## config.mk

```make
export PLATFORM = sky130hd
export DESIGN_NAME = pipeline_stage_chain
export DESIGN_NICKNAME = d
export VERILOG_FILES = /design/src/rtl/pipeline_stage_chain.sv
export SDC_FILE = /design/constraint.sdc
export NUM_CORES = 1
export LEC_CHECK = 0
export CAP_MARGIN = 0
export CELL_PAD_IN_SITES_DETAIL_PLACEMENT = 0
export CELL_PAD_IN_SITES_GLOBAL_PLACEMENT = 1
export CORE_AREA = 5 5 140 142
export CTS_CLUSTER_SIZE = 10
export DETAILED_ROUTE_END_ITERATION = 8
export DIE_AREA = 0 0 145 147
export PLACE_DENSITY_LB_ADDON = 0.1
export SLEW_MARGIN = 20
export SYNTH_ARGS = -nofsm -noshare
export SYNTH_HDL_FRONTEND = slang
export SYNTH_SLANG_ARGS = --single-unit
```

## constraint.sdc

```tcl
create_clock -name Clk -period 6.9 [get_ports Clk]
set_input_delay 1.38 -clock Clk [delete_from_list [all_inputs] [get_ports Clk]]
set_output_delay 1.38 -clock Clk [all_outputs]
set_load 0.03 [all_outputs]
```

## src/rtl/pipeline_stage_chain.sv

```systemverilog
// rtl/pipeline_stage_chain.sv - elastic pipeline-register chain with per-stage stall, flush and squash counting
// Ready ripples back combinationally from out_ready; data and control move one stage per accepted edge.
module pipeline_stage_chain #(
  parameter int DW = 32,
  parameter int CW = 16,
  parameter int STAGES = 3,
  parameter logic [CW-1:0] NOP_CTRL = '0
) (
  input  logic                            Clk,
  input  logic                            R,
  input  logic                            in_valid,
  output logic                            in_ready,
  input  logic [DW-1:0]                   in_data,
  input  logic [CW-1:0]                   in_ctrl,
  input  logic [STAGES-1:0]               stall,
  input  logic [STAGES-1:0]               flush,
  output logic                            out_valid,
  input  logic                            out_ready,
  output logic [DW-1:0]                   out_data,
  output logic [CW-1:0]                   out_ctrl,
  output logic [STAGES-1:0]               stage_valid,
  output logic [$clog2(STAGES+1)-1:0]     occupancy,
  output logic [15:0]                     flush_count
);

  localparam int OW = $clog2(STAGES + 1);

  logic [STAGES-1:0] v_q;
  logic [DW-1:0]     d_q [STAGES];
  logic [CW-1:0]     c_q [STAGES];
  logic [15:0]       fc_q;

  logic [STAGES-1:0] open_s;
  logic [STAGES-1:0] avail;
  logic [STAGES-1:0] rdy;
  logic [STAGES-1:0] src_v;
  logic [DW-1:0]     src_d [STAGES];
  logic [CW-1:0]     src_c [STAGES];
  logic [3:0]        squash_n;
  logic [OW-1:0]     occ;
  logic [16:0]       fc_sum;

  assign open_s = ~stall & ~flush;
  assign avail  = v_q & open_s;

  // Walk from the sink back to stage 0 so each stage sees its successor's ready.
  always_comb begin
    logic r;
    r   = out_ready;
    rdy = '0;
    for (int k = STAGES - 1; k >= 0; k--) begin
      r      = open_s[k] & (~v_q[k] | r);
      rdy[k] = r;
    end
  end

  always_comb begin
    src_v    = '0;
    src_v[0] = in_valid;
    src_d[0] = in_data;
    src_c[0] = in_ctrl;
    for (int k = 1; k < STAGES; k++) begin
      src_v[k] = avail[k-1];
      src_d[k] = d_q[k-1];
      src_c[k] = c_q[k-1];
    end
  end

  always_comb begin
    squash_n = '0;
    occ      = '0;
    for (int k = 0; k < STAGES; k++) begin
      squash_n = squash_n + 4'(v_q[k] & flush[k]);
      occ      = occ + OW'(v_q[k]);
    end
  end

  assign fc_sum = {1'b0, fc_q} + {13'd0, squash_n};

  always_ff @(posedge Clk or negedge R) begin
    if (!R) begin
      v_q <= '0;
      for (int k = 0; k < STAGES; k++) begin
        d_q[k] <= '0;
        c_q[k] <= NOP_CTRL;
      end
    end else begin
      for (int k = 0; k < STAGES; k++) begin
        if (flush[k]) begin
          v_q[k] <= 1'b0;
          d_q[k] <= '0;
          c_q[k] <= NOP_CTRL;
        end else if (rdy[k]) begin
          // An empty source loads a bubble: control goes to NOP, data is left alone.
          v_q[k] <= src_v[k];
          if (src_v[k]) begin
            d_q[k] <= src_d[k];
            c_q[k] <= src_c[k];
          end else begin
            c_q[k] <= NOP_CTRL;
          end
        end
      end
    end
  end

  always_ff @(posedge Clk or negedge R) begin
    if (!R) begin
      fc_q <= '0;
    end else begin
      fc_q <= fc_sum[16] ? 16'hFFFF : fc_sum[15:0];
    end
  end

  assign in_ready    = rdy[0];
  assign out_valid   = avail[STAGES-1];
  assign out_data    = d_q[STAGES-1];
  assign out_ctrl    = c_q[STAGES-1];
  assign stage_valid = v_q;
  assign occupancy   = occ;
  assign flush_count = fc_q;

endmodule
```

Word level (Yosys, flattened, before mapping)
Index checks and enable logic that the tools add are counted.
Widths: inputs -> output; s select.
- register bits after elaboration: 163
- bits in latches: 0
- bits in writable memories: 0
- ROM bits: 0
- input bits: 58
- logic and storage cells: 65
- memories kept: 0
- add/sub/neg operators: 5
- multiply operators: 0
- div/mod/pow operators: 0
- magnitude comparators: 0
- equal/unequal tests: 0
- shift operators: 0
- muxes and demuxes: 25
- bitwise logic cells: 16
- reduce and logical (&&, ||, !) cells: 9
- operators by type and width (cell ; count):
    $mux 32 ; 9
    $mux 16 ; 10
    $add 16x3->17 ; 1
    $reduce_bool 2->1 ; 6
    $and 1x1->1 ; 6
    $and 3x3->3 ; 2
    $mux 1 ; 6
    $not 3->3 ; 2
    $reduce_and 2->1 ; 3
    $add 1x1->2 ; 2
    $add 2x1->3 ; 1
    $not 1->1 ; 3
    $or 1x1->1 ; 3
    $add 2x1->2 ; 1

Depth between registers and ports, before layout
Gate-level depths: netlist (run 1).
- word-level depth: 9
- gate-level depth with buffers: 12
- mapped depth without buffers: 8

Worst setup path before layout (run 1)
Ideal clock, no wire load.
- path type: input port to flip-flop
- start point: input port flush[0]
- end point: register fc_q[8] (netlist: flush_count[8])
- setup time: 0.130 ns
- data arrival time: 3.866 ns
- setup slack: 2.904 ns
- cell stages on the path: 12
- buffers on the path: 4
- cell sequence: clkbuf_1 clkbuf_1 nand2_1 fa_1 inv_1 ha_1 fa_1 and3_1 buf_2 nand3_1 buf_2 o21ai_0
- word-level cells in the longest chain between the ends: 5
- ends and longest elaborated chain (element ; RTL line ; text):
    start, declared ; 16 ; input logic [STAGES-1:0] flush,
    $and 1x1->1 ; 73 ; squash_n = squash_n + 4'(v_q[k] & flush[k]);
    $add 1x1->2 ; 73 ;
    $add 2x1->3 ; 73 ;
    $add 16x3->17 ; 78 ; assign fc_sum = {1'b0, fc_q} + {13'd0, squash_n};
    $mux 16 ; 111 ; fc_q <= fc_sum[16] ? 16'hFFFF : fc_sum[15:0];
    end signal, assigned ; 111 ;
    end, declared ; 31 ; logic [15:0] fc_q;
No other way between the ends.
A chain may end at the register's enable or synchronous reset.

Worst setup path in the final report (run 1)
- start point: input port flush[0]
- end point: output port in_ready
- word-level cells in the longest chain between the ends: 3
- ends and longest elaborated chain (element ; RTL line ; text):
    $not 3->3 ; 43 ; assign open_s = ~stall & ~flush;
    $and 3x3->3 ; 43 ;
    $and 1x1->1 ; 52 ; r = open_s[k] & (~v_q[k] | r);
    end, declared ; 12 ; output logic in_ready,
No other way between the ends.

==> impl_metrics.json, run 1 <==
{
  "status": "completed",
  "io_pins": 129,
  "io_buffers": 128,
  "tns_ps": 0,
  "overflow": 0,
  "critPathLaunchType": "input pin",
  "grt_pass1_vias": 5232,
  "cpMaxStageDelayCell": "clkdlybuf4s50_1",
  "cts_tree": "done",
  "cts_setup_buffers": 0,
  "power_density_nw_per_um2": 237,
  "setup_viol": 0,
  "htree_levels": 4,
  "drive_gt1_frac": 0.108,
  "cts_made_buffers": 17,
  "nets": 775,
  "clock-sinks": 163,
  "dieArea_um2": 21300,
  "dp_hpwl_um": 10800,
  "skew_ps": 16.6,
  "r2r_setup_slack_ps": 3860,
  "placed_area_um2": 8250,
  "clockBufferDepth": 2,
  "critical_path.max_fanout": 22,
  "synth.area.top_cells": "dfrtp_1, a22o_1, buf_4",
  "critical_path.endpoint": "in_ready",
  "reg2reg_from": "stage_valid[0]",
  "grt.total_usage": 0.166,
  "grt_start_max_net_pins": 92,
  "rsz0062_at_grt": "no",
  "cts-resized-gates": 0,
  "synth_cells": 647,
  "timing.hold.ws_ps": 479,
  "crit_chain": "clkdlybuf4s50_1 > nor2_1 > nand2_1 > nor2_1 > clkdlybuf4s50_1",
  "via_per_inst": 5.07,
  "synth_top_area_frac": 0.568,
  "finalHoldViolCount": 0,
  "syn-cell-area_um2": 7180,
  "final_util": 0.482,
  "async_reset_ff_frac": 1.00,
  "end_kind": "output port",
  "dr.pass1.iters": 4,
  "min_period_over_period": 0.733,
  "yosysSeqAreaShare": 0.568,
  "drc": 0,
  "crit_start": "flush[0]",
  "areaGrowthSynthToFinish_pct": 22.9,
  "worstRegToRegCells": 8,
  "ys_ff_latch": 163,
  "hp-class": "reg -> reg",
  "fmax_mhz": 198,
  "cap_violations": 0,
  "synthFlopType": "dfrtp_1",
  "max-slew-margin-rel": 0.368,
  "synth-edff-count": 0,
  "fill_cells": 1666,
  "antenna_found_initial": 0,
  "coreArea_um2": 18300,
  "yosys.area.top_type": "dfrtp_1",
  "chipWidth_um": 145,
  "cts_root_buffer": "clkbuf_16",
  "gp_congestion": 0.786,
  "grt_pass1_wl_um": 28700,
  "ant_nets": 0,
  "r2r_end": "flush_count[8]",
  "fin_cells": 958,
  "synth_warnings": 0,
  "tightest_slew_ps": 948,
  "slowest_delay_ps": 870,
  "ys_types": 38,
  "die_h_um": 147,
  "avgSynthCellArea_um2": 11.1,
  "critPathKind": "in -> out",
  "initial_utilization": 0.392,
  "postLayoutCellArea_um2": 8830,
  "slew_viol_final": 0,
  "cts.clk_slew.worst_paths_ps": 60,
  "syn_nets": 710,
  "worstPathRequired_ps": 5520,
  "vias": 4857,
  "drt_iter0_drc": 251,
  "holdBufCountCts": 0,
  "arrival_ps": 3680,
  "dp.cells": 926,
  "rows": 50,
  "fin_crit_ps": 5060,
  "ir_worst_vdd_mv": 0.170,
  "power_leakage_nw": 3.94,
  "insertion_delay_ps": 430,
  "wirelength_um": 17200,
  "routedWlPerCell_um": 17.9,
  "antenna_cells": 0
}
## where the power goes
| part | internal [mW] | switching, mW | total (mW) |
|---|---|---|---|
| Combinational | 0.0864 | 0.101 | 0.187 |
| Sequential | 0.982 | 0.0230 | 1.01 |
| Clock | 0.528 | 0.374 | 0.902 |
| Total | 1.60 | 0.498 | 2.09 |
## Yosys cell counts (4+ instances only)
library cell and n:
dfrtp_1 163, nand2_1 75, o21ai_0 65, buf_4 49
a22o_1 47, nand3_1 37, nand2b_1 32, nor2b_1 32
mux2_2 31, clkbuf_1 30, nor2_1 10, buf_2 9
and3_1 7, a21oi_1 6, a31oi_1 6, inv_1 6
xor2_1 6, a21o_1 4, buf_6 4
## registers in the layout (all words and copies together) (netlist names)
name	flops
stage_valid	3
out_ctrl	16
out_data	32
c_q	32
flush_count	16
d_q	64
## critical path: cells and delay by family
family / cells / cell delay (ps)
buf+inv: 2 / 1570
simple gates: 3 / 710
## placed cells by master, fill, tap and decap left out, types with 7 or more instances in the layout
master and instances:
o21ai_0 65, nor2_1 9, clkbuf_16 17, mux2_2 31
and3_1 7, nand2_1 75, clkdlybuf4s50_1 127, a22o_1 47
nand2b_1 32, nand3_1 37, dfrtp_1 163, buf_4 10
nor2b_1 32
## per-layer routing
metal / track usage / wire [um] / share of wire / vias to the layer above
li1: - / - / - / 2300
met1: 0.238 / 8430 / 0.49 / 2429
met2: 0.251 / 7750 / 0.45 / 117
met3: 0.0426 / 815 / 0.047 / 11
met4: 0.0494 / 189 / 0.011 / 0
met5: 0 / 0 / 0 / -
## worst min path at each step
stage	from	endpoint	slack [ps]	cells past startpoint
after floorplan	d_q[62]	out_data[30]	440	2
after global placement	d_q[62]	out_data[30]	470	2
after detailed placement	d_q[35]	out_data[3]	470	2
after CTS	d_q[62]	out_data[30]	480	2
after global routing	d_q[62]	out_data[30]	510	2
final	d_q[62]	out_data[30]	480	2
## final cells by class
class / instances / area (um2) / area share
Multi-Input combinational cell: 385 / 2500 / 0.283
Clock buffer: 21 / 440 / 0.0499
Timing Repair Buffer: 139 / 1390 / 0.157
Clock inverter: 10 / 111 / 0.0126
Inverter: 6 / 22.5 / 0.00255
Sequential cell: 163 / 4080 / 0.462
Tap cell: 234 / 293 / 0.0332
## kinds of logic (layout without fill, tap and decap cells)
logic type               count (synthesis)  after routing  share of synthesized area
AO/OA/AOI/OAI                          135            135                      0.129
multiplexers                            33             33                     0.0516
flip-flops                             163            163                      0.568
adder cells (fa/ha/maj)                  5              5                     0.0118
XOR/XNOR                                 8              8                    0.00976
buffers and inverters                   99            176                     0.0854
AND/OR/NAND/NOR                        204            204                      0.145
## metrics by stage
step           setup WS [ps]  total power [mW]
3_5_place_dp            1780              1.21
2_1_floorplan           2900              1.11
3_3_place_gp            1790              1.21
4_1_cts                 1770              2.13
6_report                1840              2.09
5_1_grt                 1640              2.19
(Power assumes the default switching activity.)
==> inputs of run 2 (changes only) <==
clock period = 4.7 ns   (was 6.9 ns; I/O delays follow)
==> impl_metrics.json, run 2 (synthesis results as in run 1) <==
{
  "vias": 4872,
  "grt.total_usage": 0.167,
  "grt_pass1_wl_um": 29000,
  "pwr-share-comb": 0.087,
  "insertion_delay_ps": 420,
  "overflow": 0,
  "cts.clk_slew.worst_paths_ps": 70,
  "cts_tree": "done",
  "power_density_nw_per_um2": 355,
  "gp_congestion": 0.751,
  "grt_start_max_net_pins": 103,
  "slowest_delay_ps": 700,
  "routedWlPerCell_um": 18.0,
  "clockBufferDepth": 2,
  "drive_gt1_frac": 0.116,
  "cts-resized-gates": 0,
  "fin_crit_ps": 3780,
  "dieArea_um2": 21300,
  "cpMaxStageDelayCell": "clkdlybuf4s50_1",
  "top_register": "d_q",
  "chipWidth_um": 145,
  "clock-sinks": 163,
  "die_h_um": 147,
  "dr.pass1.iters": 4,
  "finalHoldViolCount": 0,
  "skew_ps": 5.74,
  "cp_common_cell": "clkdlybuf4s50_1",
  "tightest_slew_ps": 941,
  "r2r_setup_slack_ps": 1750,
  "initial_utilization": 0.392,
  "cts_setup_buffers": 0,
  "critPathKind": "in -> out",
  "layout_common_cells": "dfrtp_1, clkdlybuf4s50_1, nand2_1",
  "via_per_inst": 5.08,
  "power_mw": 3.15,
  "setup_viol": 0,
  "io_buffers": 128,
  "dp_hpwl_um": 11200,
  "hp-class": "reg -> reg",
  "cap_violations": 0,
  "tns_ps": 0,
  "crit_chain": "clkdlybuf4s50_1 > o311a_4 > nor2_1 > clkdlybuf4s50_1",
  "rows": 50,
  "final_common_cell": "dfrtp_1",
  "ant_nets": 0,
  "io_pins": 129,
  "holdBufCountCts": 0,
  "cp_top_family": "buffers and inverters",
  "wirelength_um": 17300,
  "final_util": 0.484,
  "ir_worst_vdd_mv": 0.235,
  "crit_buf_inv": 2,
  "drt_iter0_drc": 232,
  "min_period_over_period": 0.804,
  "cts_made_buffers": 17,
  "drc": 0,
  "fin_cells": 960,
  "grt_pass1_vias": 5270,
  "seqPwrFrac": 0.470,
  "fmax_mhz": 265,
  "rsz0062_at_grt": "no",
  "swShare": 0.245,
  "critical_path.max_fanout": 8,
  "critPathLaunchType": "input pin",
  "max-slew-margin-rel": 0.373,
  "dp_slack_ps": 653,
  "coreArea_um2": 18300,
  "worstPathRequired_ps": 3760,
  "cts_root_buffer": "clkbuf_16",
  "end_kind": "output port",
  "finalWorstSetupSlack_ps": 921,
  "nets": 776,
  "switchingPower_mw": 0.772,
  "antenna_cells": 0,
  "slew_viol_final": 0,
  "htree_levels": 4,
  "status": "completed",
  "arrival_ps": 2840,
  "dp.cells": 928,
  "antenna_found_initial": 0,
  "largest_reg_flops": 64,
  "pwr-share-clk": 0.443,
  "intPower_mw": 2.37,
  "power_leakage_nw": 3.96,
  "areaGrowthSynthToFinish_pct": 23.5
}
[run 2: worst reg2reg max path, cell delays in order (launching register included)]
cell and delay (ps):
dfrtp_1 600, nand2_1 150, fa_1 530, inv_1 50, ha_1 220, fa_1 480, and3_1 280, nand3_1 370
o21ai_0 150
[run 2: layer usage]
| layer | track usage | part of all wire |
|---|---|---|
| met1 | 0.235 | 0.49 |
| met2 | 0.256 | 0.46 |
| met3 | 0.0487 | 0.045 |
| met4 | 0.0400 | 0.0067 |
| met5 | 0 | 0 |
[run 2: power groups by stage]
stage          clock (mW)  combinational, mW  sequential (mW)
2_1_floorplan           0              0.100             1.53
3_3_place_gp            0              0.280             1.50
3_5_place_dp            0              0.281             1.50
4_1_cts              1.43              0.283             1.48
5_1_grt              1.49              0.305             1.48
6_report             1.39              0.275             1.48
[run 2: layout make-up]
type                    count  area [um2]
well taps                 234         293
repair buffers            140        1390
inverters                   6        22.5
fillers                  1690        9460
clock buffers              18         439
clock inverters            14         153
multi-input cells         385        2500
flip-flops and latches    163        4080
[run 2: stage by stage]
stage	hold WS, ps	instance area, um2
floorplan	444	7180
global placement	465	8280
detailed placement	466	8280
CTS	482	8870
global route	503	8870
finish	479	8870
[run 2: path summary, 6_finish.rpt]
path                                start        endpoint  cells past startpoint
min                               d_q[34]     out_data[2]                      2
max in group asynchronous               R         d_q[57]                      2
max                              flush[2]        in_ready                      4
min in group asynchronous               R     out_ctrl[1]                      1
min reg2reg                       d_q[34]     out_data[2]                      2
max reg2reg                stage_valid[0]  flush_count[8]                      8
==> variant 1, RTL diff (config.mk and constraints of run 2) <==
Register the output `flush_count` once more, cleared by the reset; this adds one clock of latency there. The other outputs are not delayed to match.
--- a/src/rtl/pipeline_stage_chain.sv
+++ b/src/rtl/pipeline_stage_chain.sv
@@ -118,6 +118,12 @@
   assign out_ctrl    = c_q[STAGES-1];
   assign stage_valid = v_q;
   assign occupancy   = occ;
-  assign flush_count = fc_q;
+  always_ff @(posedge Clk or negedge R) begin
+    if (!R) begin
+      flush_count <= '0;
+    end else begin
+      flush_count <= fc_q;
+    end
+  end
 
 endmodule
Function: changed (a bounded check fails within 4 cycles, from zero or initial values).
==> variant 1 against run 2 <==
- final cell count shrank 1.3%
- routed wire length is 2.8% higher
- highest routed layer is now met5
- sequential power rose by 11%
- cell area rose by 2.1%
- setup slack better by 0.0044 ns
- global-route usage grew 0.42 points
- synthesized area up 1.8%
- power up 7.4%
- critical path depth increased by 1
- sequential cell count is 16 higher
- worst hold slack got worse by 0.094 ns
- fmax up 0.12%
==> variant 1: results (changes against run 2) <==
peak supply drop=0.261 mV (+11%); largest net degree at the start of global routing=117 (+14%); Final HPWL DP=11.1 mm (-0.90%); P_leak=4.05 nW (+2.2%); status=completed; Layout fillers=1642 (-2.8%); vias in the first global route=5395 (+2.4%); Least-Margin Pin Slew=0.985 ns (+0.0444 ns); aggregate global-route resource usage=17.1% (+0.42 points); post-synth cell types=42 (+11%); Worst path max stage delay=0.60 ns (-0.10 ns); WP data arrival=2.83 ns (about the same); drt pass-1 iters=4 (unchanged); drt wl/cell=18.7 um (+4.1%); sequential fraction of the synthesis area=61.3% (+4.5 points); nets=765 (-1.4%); Commonest cells post-synth=dfrtp_1, a22o_1, nand2_1; main area contributors after synthesis=dfrtp_1, a22o_1, buf_4, o21ai_0, nand2_1; Switching Fraction=24.2% (-0.32 points); reg-to-reg slack, setup=1.82 ns (+0.07 ns); initial antenna violation count=1 (+1); routability cong.=0.774 (+3.1%); crit-path max FO=36 (+28); DR vias=4954 (+1.7%); first-pass GRT wire length=29.5 mm (+1.7%)
[variant 1: cell count changes in the layout (fill, tap and decap cells not counted), moves of 5 or more]
cell / change
a22o_1: +32
dfrtp_1: +16
mux2_2: -27
nand4_1: +5
nor2b_1: -31
[variant 1: cell families (layout without fill, tap and decap cells)]
| kind of cell | Yosys count | in the layout | share of synthesized area (%) |
|---|---|---|---|
| buf+inv | 98 | 177 | 8.01 |
| simple gates | 179 | 179 | 12.1 |
| fa+ha+maj | 5 | 5 | 1.16 |
| flops | 179 | 179 | 61.3 |
| xor+xnor | 3 | 3 | 0.359 |
| compound gates | 166 | 166 | 16.4 |
| mux | 5 | 5 | 0.753 |
[variant 1: area by class of cell]
class / count / share of cell area [%]
well taps: 234 / 3.23
clock buffers: 17 / 4.70
inverters: 7 / 0.290
clock inverters: 14 / 1.98
multi-input cells: 358 / 25.0
repair buffers: 139 / 15.4
flip-flops and latches: 179 / 49.5
[variant 1: routing by layer]
metal  GRT usage, %  routed length [um]  up-vias
met5              0                   7        -
met4           5.04                 242        2
met3           5.86                1130       18
met2           26.5                8390      125
met1           23.0                7980     2493
li1               -                   -     2316
[variant 1: worst paths after layout]
path / startpoint / depth (start not counted) / end
max: flush[2] / 5 / out_valid
min: fc_q[0] / 0 / flush_count[0]
max reg2reg: stage_valid[0] / 9 / fc_q[12]
min reg2reg: fc_q[0] / 0 / flush_count[0]
max in group asynchronous: R / 2 / out_data[5]
min in group asynchronous: R / 1 / flush_count[11]
[variant 1: power by group through the flow]
stage                     clock network (mW)  registers [mW]  logic [mW]
after floorplan                            0            1.69      0.0968
after global placement                     0            1.67       0.276
after detailed placement                   0            1.67       0.282
after CTS                               1.49            1.65       0.283
after global routing                    1.56            1.66       0.308
final                                   1.45            1.65       0.277
[variant 1: stage by stage]
step | cells | util [%] | hold WS [ns] | worst slack [ns]
after CTS | 948 | 49.4 | 0.388 | 0.902
after floorplan | 635 | - | 0.349 | 1.16
after global routing | 948 | 49.4 | 0.402 | 0.828
final | 948 | 49.4 | 0.385 | 0.926
after detailed placement | 917 | 46.1 | 0.380 | 0.793
after global placement | 917 | 46.1 | 0.364 | 0.824
[variant 1: worst max-delay path, delay by kind of cell]
family,cells,cell delay [ns]
buffers and inverters,3,1.57
and+or+nand+nor,2,0.30
==> variant 2, RTL diff (flow settings as in run 2) <==
Without the edit above. `STAGES`: 3 -> 2.
--- a/src/rtl/pipeline_stage_chain.sv
+++ b/src/rtl/pipeline_stage_chain.sv
@@ -3,7 +3,7 @@
 module pipeline_stage_chain #(
   parameter int DW = 32,
   parameter int CW = 16,
-  parameter int STAGES = 3,
+  parameter int STAGES = 2,
   parameter logic [CW-1:0] NOP_CTRL = '0
 ) (
   input  logic                            Clk,
Interface: changed (resized flush, stage_valid and stall); port bits go from 129 to 126. No check against the original RTL was run, so the function may have changed too.
==> variant 2 against run 2 <==
- routed wire length is 26% lower
- setup slack better by 0.21 ns
- first-iteration DRC count is 45% lower
- clock skew is 0.00098 ns higher
- largest cell class unchanged
- synthesized area is 32% lower
- register-to-register slack better by 0.52 ns
- final cell count is 22% lower
- sequential cell count is 49 lower
- power is 22% lower
- critical endpoint unchanged
- combinational power is 18% lower
- cell area is 26% lower
- count of clock-buffer cells in the layout is 3 higher
==> variant 2: results (changes against run 2) <==
prevailing post-synth register cell=dfrtp_1; Clock Pin Slew Worst Setup and Hold Paths=0.05 ns (-0.02 ns); Synth Instances=422 (-35%); 1st-iter DRT viols=128 (-45%); Via density=4.51 (-11%); # placed instances=712 (-23%); routability cong.=0.753 (+0.21%); IO Port Bufs=125 (-2.3%); vias in the first global route=3726 (-29%); clk_skew=0.00672 ns (+0.000977 ns); Clock Tree Buf Depth=2 (unchanged); post-synth cell types=33 (-13%); largest net degree at the start of global routing=68 (-34%); drt wl/cell=17.2 um (-4.4%); status=completed; Sink Count=114 (-30%); first-pass GRT wire length=20.9 mm (-28%); main area contributors after synthesis=dfrtp_1, a22o_1, buf_4, nand2b_1, nand2_1; nets=557 (-28%); WP data arrival=2.63 ns (-0.21 ns); crit-path max FO=4 (-4); peak supply drop=0.236 mV (+0.77%); Routed WL=12.8 mm (-26%); Syn Nets=481 (-32%); aggregate global-route resource usage=12.4% (-4.3 points); Commonest cells post-synth=dfrtp_1, a22o_1, buf_4; Layout fillers=1848 (+9.3%); P_leak=2.88 nW (-27%); worst rel slew slack=40.5% (+3.2 points); ratio of cells with drive above 1 in the final layout=8.61% (-3.0 points)
variant 2: final timing paths:
kind	startpoint	endpoint	slack [ns]	cells past startpoint
worst max-delay path	out_ready	in_ready	1.13	5
worst min-delay path	d_q[53]	out_data[21]	0.48	2
worst max register to register	stage_valid[0]	flush_count[5]	2.27	6
worst min register to register	d_q[53]	out_data[21]	0.48	2
max in group asynchronous	R	flush_count[8]	3.18	2
min in group asynchronous	R	d_q[48]	0.65	1
variant 2: report_power, final:
group	leakage, nW	internal (mW)	switching [mW]	total, mW
clock network	0.268	0.746	0.442	1.19
registers	1.57	1.02	0.0352	1.05
logic	1.05	0.109	0.116	0.225
variant 2: layout make-up:
cell class                      count  area (sq um)  share of cell area, %
Tap cell                          234           293                   4.46
Clock inverter                     11          87.6                   1.34
Inverter                            1          3.75                 0.0572
Timing Repair Buffer              131          1310                   20.0
Multi-Input combinational cell    233          1550                   23.6
Clock buffer                       21           460                   7.02
Sequential cell                   114          2850                   43.5
variant 2: layer usage:
layer  track usage (%)  part of all wire (%)
met5                 0                     0
met4              4.71                   1.7
met3              4.69                   5.8
met2              18.8                    45
met1              16.1                    47
variant 2: kinds of logic after synthesis:
kind of cell / count (synthesis) / synth area share, %
flip-flops: 114 / 58.4
AO/OA/AOI/OAI: 106 / 16.2
adder cells (fa/ha/maj): 3 / 0.922
buffers and inverters: 75 / 10.3
AND/OR/NAND/NOR: 112 / 11.9
multiplexers: 2 / 0.436
XOR/XNOR: 10 / 1.79
variant 2: through the flow:
step                power [mW]  hold slack [ns]  instance area, sq um  utilization, %  worst slack, ns
floorplan                 1.16            0.450                  4880               -             1.93
global placement          1.30            0.461                  5990            32.7             1.04
detailed placement        1.30            0.470                  6000            32.7            0.985
CTS                       2.52            0.481                  6540            35.7             1.12
global route              2.58            0.510                  6560            35.8             1.06
finish                    2.47            0.479                  6560            35.8             1.13
variant 2: worst max-delay path, cell delays in order:
cell and delay (ns):
clkdlybuf4s50_1 0.48, nand2b_1 0.15, a21bo_2 0.21, and2_1 0.17, clkdlybuf4s50_1 0.69
